$ cat config.mk
export PLATFORM = sky130hd
export DESIGN_NAME = act_tile_buffer_flat
export DESIGN_NICKNAME = d
export VERILOG_FILES = /design/src/rtl/act_tile_buffer_if.sv /design/src/rtl/act_tile_buffer.sv /design/src/flat_wrapper.sv
export SDC_FILE = /design/constraint.sdc
export NUM_CORES = 1
export LEC_CHECK = 0
export ABC_AREA = 0
export ABC_CLOCK_PERIOD_IN_PS = 1900
export CAP_MARGIN = 0
export CORE_MARGIN = 2
export CORE_UTILIZATION = 49
export DETAILED_ROUTE_END_ITERATION = 12
export HOLD_SLACK_MARGIN = 0.05
export MAX_ROUTING_LAYER = met4
export PLACE_DENSITY = 0.73
export SYNTH_ARGS = -nofsm -noshare
export SYNTH_HDL_FRONTEND = slang
export SYNTH_SLANG_ARGS = --single-unit
export TNS_END_PERCENT = 10
$ cat constraint.sdc
create_clock -name clk -period 1.9 [get_ports clk]
set_input_delay 0.38 -clock clk [delete_from_list [all_inputs] [get_ports clk]]
set_output_delay 0.38 -clock clk [all_outputs]
set_load 0.02 [all_outputs]
$ cat src/rtl/act_tile_buffer_if.sv
// Handshake/bus bundle for act_tile_buffer: load-side strobes plus the streaming beat outputs.
interface act_tile_buffer_if #(
    parameter int ROWS       = 8,
    parameter int ACT_W      = 7,
    parameter int TILES      = 8,
    parameter int COMP_GROUP = 3
);
    localparam int COMP_SLOTS = ROWS * COMP_GROUP;
    localparam int AW = (ROWS * TILES > 1) ? $clog2(ROWS * TILES) : 1;
    localparam int RW = (ROWS > 1) ? $clog2(ROWS) : 1;
    localparam int TW = (TILES > 1) ? $clog2(TILES) : 1;

    logic                        wr_en;
    logic [AW-1:0]               wr_addr;
    logic [ACT_W-1:0]            wr_data;
    logic                        comp_valid;
    logic [RW-1:0]               comp_row;
    logic                        col_change;
    logic                        start;
    logic                        act_valid;
    logic                        act_ready;
    logic [ROWS*ACT_W-1:0]       act_out;
    logic [COMP_SLOTS*ACT_W-1:0] comp_out;
    logic [COMP_SLOTS-1:0]       comp_mask;
    logic [TW-1:0]               tile_idx;
    logic                        done;
    logic                        comp_ovf;

    modport master (
        output wr_en, wr_addr, wr_data, comp_valid, comp_row, col_change, start, act_ready,
        input  act_valid, act_out, comp_out, comp_mask, tile_idx, done, comp_ovf
    );

    modport slave (
        input  wr_en, wr_addr, wr_data, comp_valid, comp_row, col_change, start, act_ready,
        output act_valid, act_out, comp_out, comp_mask, tile_idx, done, comp_ovf
    );
endinterface

$ cat src/rtl/act_tile_buffer.sv
// Activation tile buffer: loads a TILES x ROWS block, then streams one ROWS-wide vector per beat.
// Compensation slots are built only when ACT_TILE_BUFFER_COMP_EN is defined.
module act_tile_buffer #(
    parameter int ROWS       = 8,
    parameter int ACT_W      = 7,
    parameter int TILES      = 8,
    parameter int COMP_GROUP = 3
) (
    input logic              clk,
    input logic              rst,
    act_tile_buffer_if.slave bus
);
    localparam int COMP_SLOTS = ROWS * COMP_GROUP;
    localparam int DEPTH      = ROWS * TILES;
    localparam int AW = (DEPTH > 1) ? $clog2(DEPTH) : 1;
    localparam int RW = (ROWS > 1) ? $clog2(ROWS) : 1;
    localparam int TW = (TILES > 1) ? $clog2(TILES) : 1;

    typedef enum logic [1:0] {LOAD, STREAM, DONE} state_e;

    state_e           state_q, state_d;
    logic [TW-1:0]    tptr_q, tptr_d;
    logic [ACT_W-1:0] mem_q [DEPTH];

    always_ff @(posedge clk or posedge rst) begin
        if (rst) begin
            state_q <= LOAD;
            tptr_q  <= '0;
        end else begin
            state_q <= state_d;
            tptr_q  <= tptr_d;
        end
    end

    always_comb begin
        state_d       = state_q;
        tptr_d        = tptr_q;
        bus.act_valid = 1'b0;
        bus.done      = 1'b0;
        case (state_q)
            LOAD: begin
                if (bus.start) begin
                    state_d = STREAM;
                    tptr_d  = '0;
                end
            end
            STREAM: begin
                bus.act_valid = 1'b1;
                if (bus.act_ready) begin
                    if (tptr_q == TW'(TILES - 1)) state_d = DONE;
                    else                          tptr_d  = tptr_q + 1'b1;
                end
            end
            DONE: begin
                bus.done = 1'b1;
                state_d  = LOAD;
                tptr_d   = '0;
            end
            default: state_d = LOAD;
        endcase
    end

    // Activation storage has no reset; start wins over a write landing in the same cycle.
    always_ff @(posedge clk) begin
        if (state_q == LOAD && bus.wr_en && !bus.start)
            mem_q[bus.wr_addr] <= bus.wr_data;
    end

    always_comb begin
        bus.act_out = '0;
        for (int r = 0; r < ROWS; r++)
            bus.act_out[r*ACT_W +: ACT_W] = mem_q[AW'(int'(tptr_q) * ROWS + r)];
    end

    assign bus.tile_idx = tptr_q;

`ifdef ACT_TILE_BUFFER_COMP_EN
    localparam int SW  = $clog2(COMP_GROUP + 1);
    localparam int SSW = (COMP_SLOTS > 1) ? $clog2(COMP_SLOTS) : 1;

    logic [RW-1:0]         slot_row_q [COMP_SLOTS];
    logic [RW-1:0]         slot_row_d [COMP_SLOTS];
    logic [COMP_SLOTS-1:0] mask_q, mask_d;
    logic [RW-1:0]         col_q, col_d;
    logic [SW-1:0]         sub_q, sub_d;
    logic                  ovf_q, ovf_d;
    logic [SSW-1:0]        slot_sel;

    always_ff @(posedge clk or posedge rst) begin
        if (rst) begin
            for (int s = 0; s < COMP_SLOTS; s++) slot_row_q[s] <= '0;
            mask_q <= '0;
            col_q  <= '0;
            sub_q  <= '0;
            ovf_q  <= 1'b0;
        end else begin
            slot_row_q <= slot_row_d;
            mask_q     <= mask_d;
            col_q      <= col_d;
            sub_q      <= sub_d;
            ovf_q      <= ovf_d;
        end
    end

    // The row is recorded into the current column before a same-cycle column advance.
    always_comb begin
        slot_row_d = slot_row_q;
        mask_d     = mask_q;
        col_d      = col_q;
        sub_d      = sub_q;
        ovf_d      = ovf_q;
        slot_sel   = SSW'(int'(col_q) * COMP_GROUP + int'(sub_q));
        if (state_q == DONE) begin
            for (int s = 0; s < COMP_SLOTS; s++) slot_row_d[s] = '0;
            mask_d = '0;
            col_d  = '0;
            sub_d  = '0;
            ovf_d  = 1'b0;
        end else if (state_q == LOAD) begin
            if (bus.comp_valid) begin
                if (sub_q == SW'(COMP_GROUP)) begin
                    ovf_d = 1'b1;
                end else begin
                    slot_row_d[slot_sel] = bus.comp_row;
                    mask_d[slot_sel]     = 1'b1;
                    sub_d                = sub_q + 1'b1;
                end
            end
            if (bus.col_change && col_q != RW'(ROWS - 1)) begin
                col_d = col_q + 1'b1;
                sub_d = '0;
            end
        end
    end

    always_comb begin
        bus.comp_out = '0;
        for (int s = 0; s < COMP_SLOTS; s++)
            if (mask_q[s])
                bus.comp_out[s*ACT_W +: ACT_W] =
                    mem_q[AW'(int'(tptr_q) * ROWS + int'(slot_row_q[s]))];
    end

    assign bus.comp_mask = mask_q;
    assign bus.comp_ovf  = ovf_q;
`else
    logic unused_comp;
    assign unused_comp   = ^{bus.comp_valid, bus.comp_row, bus.col_change};
    assign bus.comp_out  = '0;
    assign bus.comp_mask = {COMP_SLOTS{1'b0}};
    assign bus.comp_ovf  = 1'b0;
`endif
endmodule

$ cat src/flat_wrapper.sv
// flat-port wrapper written by rule: the top's interface ports become plain ports
module act_tile_buffer_flat 
#(
    parameter int ROWS       = 8,
    parameter int ACT_W      = 7,
    parameter int TILES      = 8,
    parameter int COMP_GROUP = 3
)
  (clk, rst, bus_wr_en, bus_wr_addr, bus_wr_data, bus_comp_valid, bus_comp_row, bus_col_change, bus_start, bus_act_ready, bus_act_valid, bus_act_out, bus_comp_out, bus_comp_mask, bus_tile_idx, bus_done, bus_comp_ovf);
  act_tile_buffer_if #(.ROWS(ROWS), .ACT_W(ACT_W), .TILES(TILES), .COMP_GROUP(COMP_GROUP)) bus_i ();
  input logic clk;
  input logic rst;
  input wire logic [$bits(bus_i.wr_en)-1:0] bus_wr_en;
  input wire logic [$bits(bus_i.wr_addr)-1:0] bus_wr_addr;
  input wire logic [$bits(bus_i.wr_data)-1:0] bus_wr_data;
  input wire logic [$bits(bus_i.comp_valid)-1:0] bus_comp_valid;
  input wire logic [$bits(bus_i.comp_row)-1:0] bus_comp_row;
  input wire logic [$bits(bus_i.col_change)-1:0] bus_col_change;
  input wire logic [$bits(bus_i.start)-1:0] bus_start;
  input wire logic [$bits(bus_i.act_ready)-1:0] bus_act_ready;
  output wire logic [$bits(bus_i.act_valid)-1:0] bus_act_valid;
  output wire logic [$bits(bus_i.act_out)-1:0] bus_act_out;
  output wire logic [$bits(bus_i.comp_out)-1:0] bus_comp_out;
  output wire logic [$bits(bus_i.comp_mask)-1:0] bus_comp_mask;
  output wire logic [$bits(bus_i.tile_idx)-1:0] bus_tile_idx;
  output wire logic [$bits(bus_i.done)-1:0] bus_done;
  output wire logic [$bits(bus_i.comp_ovf)-1:0] bus_comp_ovf;
  assign bus_i.wr_en = bus_wr_en;
  assign bus_i.wr_addr = bus_wr_addr;
  assign bus_i.wr_data = bus_wr_data;
  assign bus_i.comp_valid = bus_comp_valid;
  assign bus_i.comp_row = bus_comp_row;
  assign bus_i.col_change = bus_col_change;
  assign bus_i.start = bus_start;
  assign bus_i.act_ready = bus_act_ready;
  assign bus_act_valid = bus_i.act_valid;
  assign bus_act_out = bus_i.act_out;
  assign bus_comp_out = bus_i.comp_out;
  assign bus_comp_mask = bus_i.comp_mask;
  assign bus_tile_idx = bus_i.tile_idx;
  assign bus_done = bus_i.done;
  assign bus_comp_ovf = bus_i.comp_ovf;
  act_tile_buffer #(.ROWS(ROWS), .ACT_W(ACT_W), .TILES(TILES), .COMP_GROUP(COMP_GROUP)) u_core (.clk(clk), .rst(rst), .bus(bus_i));
endmodule
-- Word level (Yosys, flattened, before mapping)
Memory sizes are Yosys's and may differ from the RTL's.
Index checks and enable logic that the tools add are counted.
- logic and storage cells: 37
- register bits: 5
- output and inout port bits: 254
- input bits: 23
- RAM bits: 448
- memories: 1
- memories (name ; words ; bits a word ; rd ports ; clocked after memory_dff ; write ports ; RTL line ; source):
    u_core.mem_q ; 64 ; 7 ; 8 ; 0 ; 1 ; act_tile_buffer.sv:23 ; logic [ACT_W-1:0] mem_q [DEPTH];
- equality and inequality tests: 7
- multiplexer cells: 12
- add/subtract/negate cells: 8
- reduce and logical (&&, ||, !) cells: 7
- operators by type and width (cell ; number):
    adder 6 x 3 -> 6 bit (second input constant) ; 4
    adder 6 x 2 -> 6 bit (second input constant) ; 2
    2-to-1 mux 3 bit ; 3
    one-hot mux 3 bit (3 select lines) ; 1
    adder 6 x 1 -> 6 bit (second input constant) ; 1
    2-to-1 mux 2 bit ; 3
    inequality test 2 bit (second input constant) ; 3
    2-to-1 mux 1 bit ; 4
    one-hot mux 2 bit (2 select lines) ; 1
    AND reduction 4 bit ; 1
    adder 3 x 1 -> 3 bit (second input constant) ; 1
    equality test 3 bit (second input constant) ; 1
    AND reduction 3 bit ; 1
    nonzero test 3 bit ; 1
    equality test 2 x 1 -> 1 bit (second input constant) ; 1
    equality test 2 bit (second input constant) ; 1
    logical AND 1 bit ; 2
    zero test 2 bit ; 1
    inequality test 2 x 1 -> 1 bit (second input constant) ; 1
    zero test 1 bit ; 1

-- Logic depth before layout (Yosys ltp)
- depth after elaboration: 5
- mapped depth: 6
- mapped depth without buffers: 5

-- Worst setup path after synthesis
No wires, ideal clock.
- kind: register to output
- start point: register u_core.tptr_q[0], in the netlist u_core.bus.tile_idx[0]
- end point: output bus_act_out[26]
- path slack: -219 ps
- arrival time: 1739 ps
- stages on the path, launching flop included: 7
- buffers on the path: 3
- data required time: 1520 ps
- cells stage by stage: dfrtp_1 -> clkbuf_1 -> buf_4 -> buf_4 -> mux4_2 -> nand2_1 -> nand2_1
- cells in the longest elaborated chain, start to end: 2
- RTL lines (what ; RTL line ; source):
    from (decl) ; act_tile_buffer.sv:22 ; logic [TW-1:0] tptr_q, tptr_d;
    from (signal assigned) ; act_tile_buffer.sv:31 ; tptr_q <= tptr_d;
    adder 6 x 2 -> 6 bit ; act_tile_buffer.sv:72 ; bus.act_out[r*ACT_W +: ACT_W] = mem_q[AW'(int'(tptr_q) * ROWS + r)];
    memory (64 x 7 bit) ; n/a ;
    to (decl) ; flat_wrapper.sv:22 ; output wire logic [$bits(bus_i.act_out)-1:0] bus_act_out;
Every way passes these cells.

-- Final worst setup path
- start point: register u_core.tptr_q[0], in the netlist u_core.bus.tile_idx[0]
- end point: output bus_act_out[41]
- cells in the longest elaborated chain, start to end: 2
- RTL lines (what ; RTL line):
    adder 6 x 3 -> 6 bit ; act_tile_buffer.sv:72
    memory (64 x 7 bit) ; n/a
Every way passes these cells.

==> flow_summary.json <==
{
  "status": "finished with violations",
  "failed_checks": "setup timing",
  "boundaryPins": 277,
  "track_usage_pct": 19.7,
  "skew_ns": 0.0158,
  "crit_path_end_kind": "output pin",
  "finish.utilization_pct": 59.8,
  "grt_pass1_vias": 9662,
  "drive_above_1_share_pct": 39.7,
  "initial_core_util_pct": 50.0,
  "internal-power_w": 0.0216,
  "synthFlopType": "edfxtp_1",
  "synth_area_um2": 18900,
  "vias_per_cell": 5.19,
  "num_vias": 9599,
  "yosysSeqAreaShare_pct": 71.8,
  "start_kind": "flip-flop",
  "tightest_slew_ns": 1.19,
  "htree_levels": 2,
  "synthAdderAreaFrac_pct": 0.132,
  "netlist-cell-type-count": 25,
  "hold_path_class": "primary input to asynchronous set/reset pin",
  "synthArstFlopShare_pct": 1.10,
  "finalWeightedCongestion": 0.752,
  "max_freq_mhz": 379,
  "grt_pass1_wl_um": 58200,
  "relSlewSlack_pct": 21.0,
  "fin_crit_sh_pct": 139,
  "die_w_um": 200,
  "cts_buffers": 42,
  "drcViolationCount": 0,
  "die_h_um": 200,
  "p_comb_share_pct": 38.0,
  "swShare_pct": 31.3,
  "synth_warnings": 0,
  "nNetsFinal": 1329,
  "grt_max_degree": 65,
  "finalSetupViolCount": 58,
  "syn_inst": 1074,
  "reg2reg_to": "u_core.bus.tile_idx[2]$_DFFE_PP0P_",
  "p_leak_nw": 8.05,
  "fp.dieArea_um2": 40200,
  "rr_worst_depth": 7,
  "power_density_nw_per_um2": 1390,
  "muxShareOfSynthArea_pct": 13.5,
  "dr.pass1.iters": 5,
  "cts-root-buf": "clkbuf_16",
  "drv_cap": 0,
  "ant_nets": 0,
  "areaGrowthSynthToFinish_pct": 19.7,
  "synth_compound_area_share_pct": 0.0728,
  "drtIter0Drc": 777,
  "rows": 71,
  "r2r-start": "u_core.bus.tile_idx[0]$_DFFE_PP0P_",
  "final.setup.tns_ns": -36.93,
  "core_um2": 37800,
  "clk_pin_slew_ns": 0.06,
  "p_sw_w": 0.00983,
  "synth_seq_cells": 453,
  "portBuffers": 78,
  "synthSimpleGateAreaFrac_pct": 5.64,
  "grt-ovfl-total": 0,
  "hold_ws_ns": 0.0970,
  "maxSlewViolCount": 0,
  "ff2ff_setup_slack_ns": 0.01,
  "min_period_ns": 2.64,
  "clk_path_buf_depth": 3,
  "ctsHoldBuffers": 0,
  "synth_top_family_by_area": "multiplexers",
  "hpwl_um": 23200,
  "place_area_um2": 20700,
  "synth-edff-count": 448,
  "routed_wl_um": 39200,
  "finalPower_w": 0.0315,
  "synth.avg_cell_area_um2": 17.6,
  "antenna_found_initial": 2,
  "stdcell_area_um2": 22600,
  "worstPathMaxFanout": 8,
  "wl_per_cell_um": 21.2,
  "required_ns": 1.52,
  "rsz0062_at_grt": "yes",
  "synthXorXnorAreaFrac_pct": 0,
  "cts.sink_count": 453,
  "path_class": "flip-flop to output pin",
  "irDropWorstVdd_mv": 1.01,
  "p_clk_share_pct": 26.4,
  "setup_ws_ns": -0.741,
  "arrival_ns": 2.26,
  "clk-insertion-delay-late_ns": 0.54,
  "cts_tree": "built",
  "hold_viol": 0,
  "seq_power_share_pct": 35.6
}
-- sequential cells by signal (all words and copies together) (netlist names) --
| register | count |
|---|---|
| u_core.mem_q | 448 |
| u_core.state_q | 2 |
| u_core.bus.tile_idx | 3 |
-- kinds of logic (layout without fill, tap and decap cells) --
logic type      Yosys count  count (layout)
compound gates            2               2
mux                     115             115
buf+inv                 240             309
simple gates            261             261
flops                   453             453
other cells               1             195
fa+ha+maj                 2               2
-- stage by stage --
step	std cells	setup WS (ns)
after global placement	1742	-0.539
after global routing	1848	-0.806
after CTS	1841	-0.729
final	1848	-0.741
after detailed placement	1742	-0.543
after floorplan	1266	-0.0346
-- cell type report --
cell class | instances | area (um2)
repair buffers | 231 | 2310
clock buffers | 48 | 1090
clock inverters | 27 | 267
multi-input cells | 573 | 4730
inverters | 3 | 11.3
fillers | 2638 | 15200
flip-flops and latches | 453 | 13600
well taps | 511 | 639
diodes | 2 | 5.00
-- Yosys cell counts (all sizes together), types with 2 or more instances --
master,number,area (um2)
dfrtp,5,125
nand3,4,20.0
nor2b,4,25.0
nor2,68,255
mux2i,3,30.0
buf,214,1570
mux4,112,2520
ha,2,25.0
or3b,2,17.5
nand2,171,642
inv,3,11.3
edfxtp,448,13500
clkbuf,23,86.3
nand3b,6,45.0
-- worst max-delay path by stage --
stage / startpoint / end / slack (ns) / depth (start not counted)
finish: u_core.bus.tile_idx[0]$_DFFE_PP0P_ / bus_act_out[41] / -0.74 / 7
global route: u_core.bus.tile_idx[0]$_DFFE_PP0P_ / bus_act_out[41] / -0.81 / 7
CTS: u_core.bus.tile_idx[0]$_DFFE_PP0P_ / bus_act_out[47] / -0.73 / 7
detailed placement: u_core.bus.tile_idx[0]$_DFFE_PP0P_ / bus_act_out[25] / -0.54 / 5
global placement: u_core.bus.tile_idx[0]$_DFFE_PP0P_ / bus_act_out[16] / -0.54 / 5
floorplan: u_core.state_q[0]$_DFFE_PP0P_ / u_core.mem_q[62][0]$_DFFE_PP_ / -0.03 / 3
-- power by group through the flow --
stage / Combinational, W / Sequential (W) / Clock [W]
after floorplan: 0.00710 / 0.0113 / 0
after global placement: 0.0105 / 0.0114 / 0
after detailed placement: 0.0106 / 0.0114 / 0
after CTS: 0.0114 / 0.0112 / 0.00840
after global routing: 0.0127 / 0.0112 / 0.00880
final: 0.0120 / 0.0112 / 0.00829
-- worst max-delay path, stage by stage, from the launching register on --
cell and delay [ns]:
dfrtp_4 0.52, buf_4 0.18, buf_12 0.14, buf_4 0.13, mux4_2 0.41, nand2_1 0.11
nand2_2 0.09, buf_6 0.14
-- routing by layer --
metal  wire, um  vias up  GRT usage, %
met5          0        -             -
met4        898        0          6.08
met3       2910       74          3.30
met2      20200      478          32.7
met1      15200     4921          25.0
li1           -     4126             -
-- timing repair --
item / 4_1_cts / 5_1_grt
gates resized for setup: 342 / 68
setup endpoints to repair: 64 / 159
pin swaps: 40 / 18
buffers inserted: 20 / 2
gates cloned: 4 / 3
-- placed cells by master, fill, tap and decap left out, drive strengths merged, types with 2 or more instances in the layout --
cell type / synthesis / routed
nand3: 4 / 4
clkinvlp: 0 / 5
edfxtp: 448 / 448
mux2i: 3 / 3
nand3b: 6 / 6
clkinv: 0 / 16
mux4: 112 / 112
nand2: 171 / 171
clkdlybuf4s50: 0 / 10
nor2: 68 / 68
ha: 2 / 2
nor2b: 4 / 4
clkbuf: 23 / 51
inv: 3 / 4
dfrtp: 5 / 5
or3b: 2 / 2
conb: 1 / 193
diode: 0 / 2
bufinv: 0 / 5
buf: 214 / 217
Note: power is estimated with default switching activity, not from simulation.
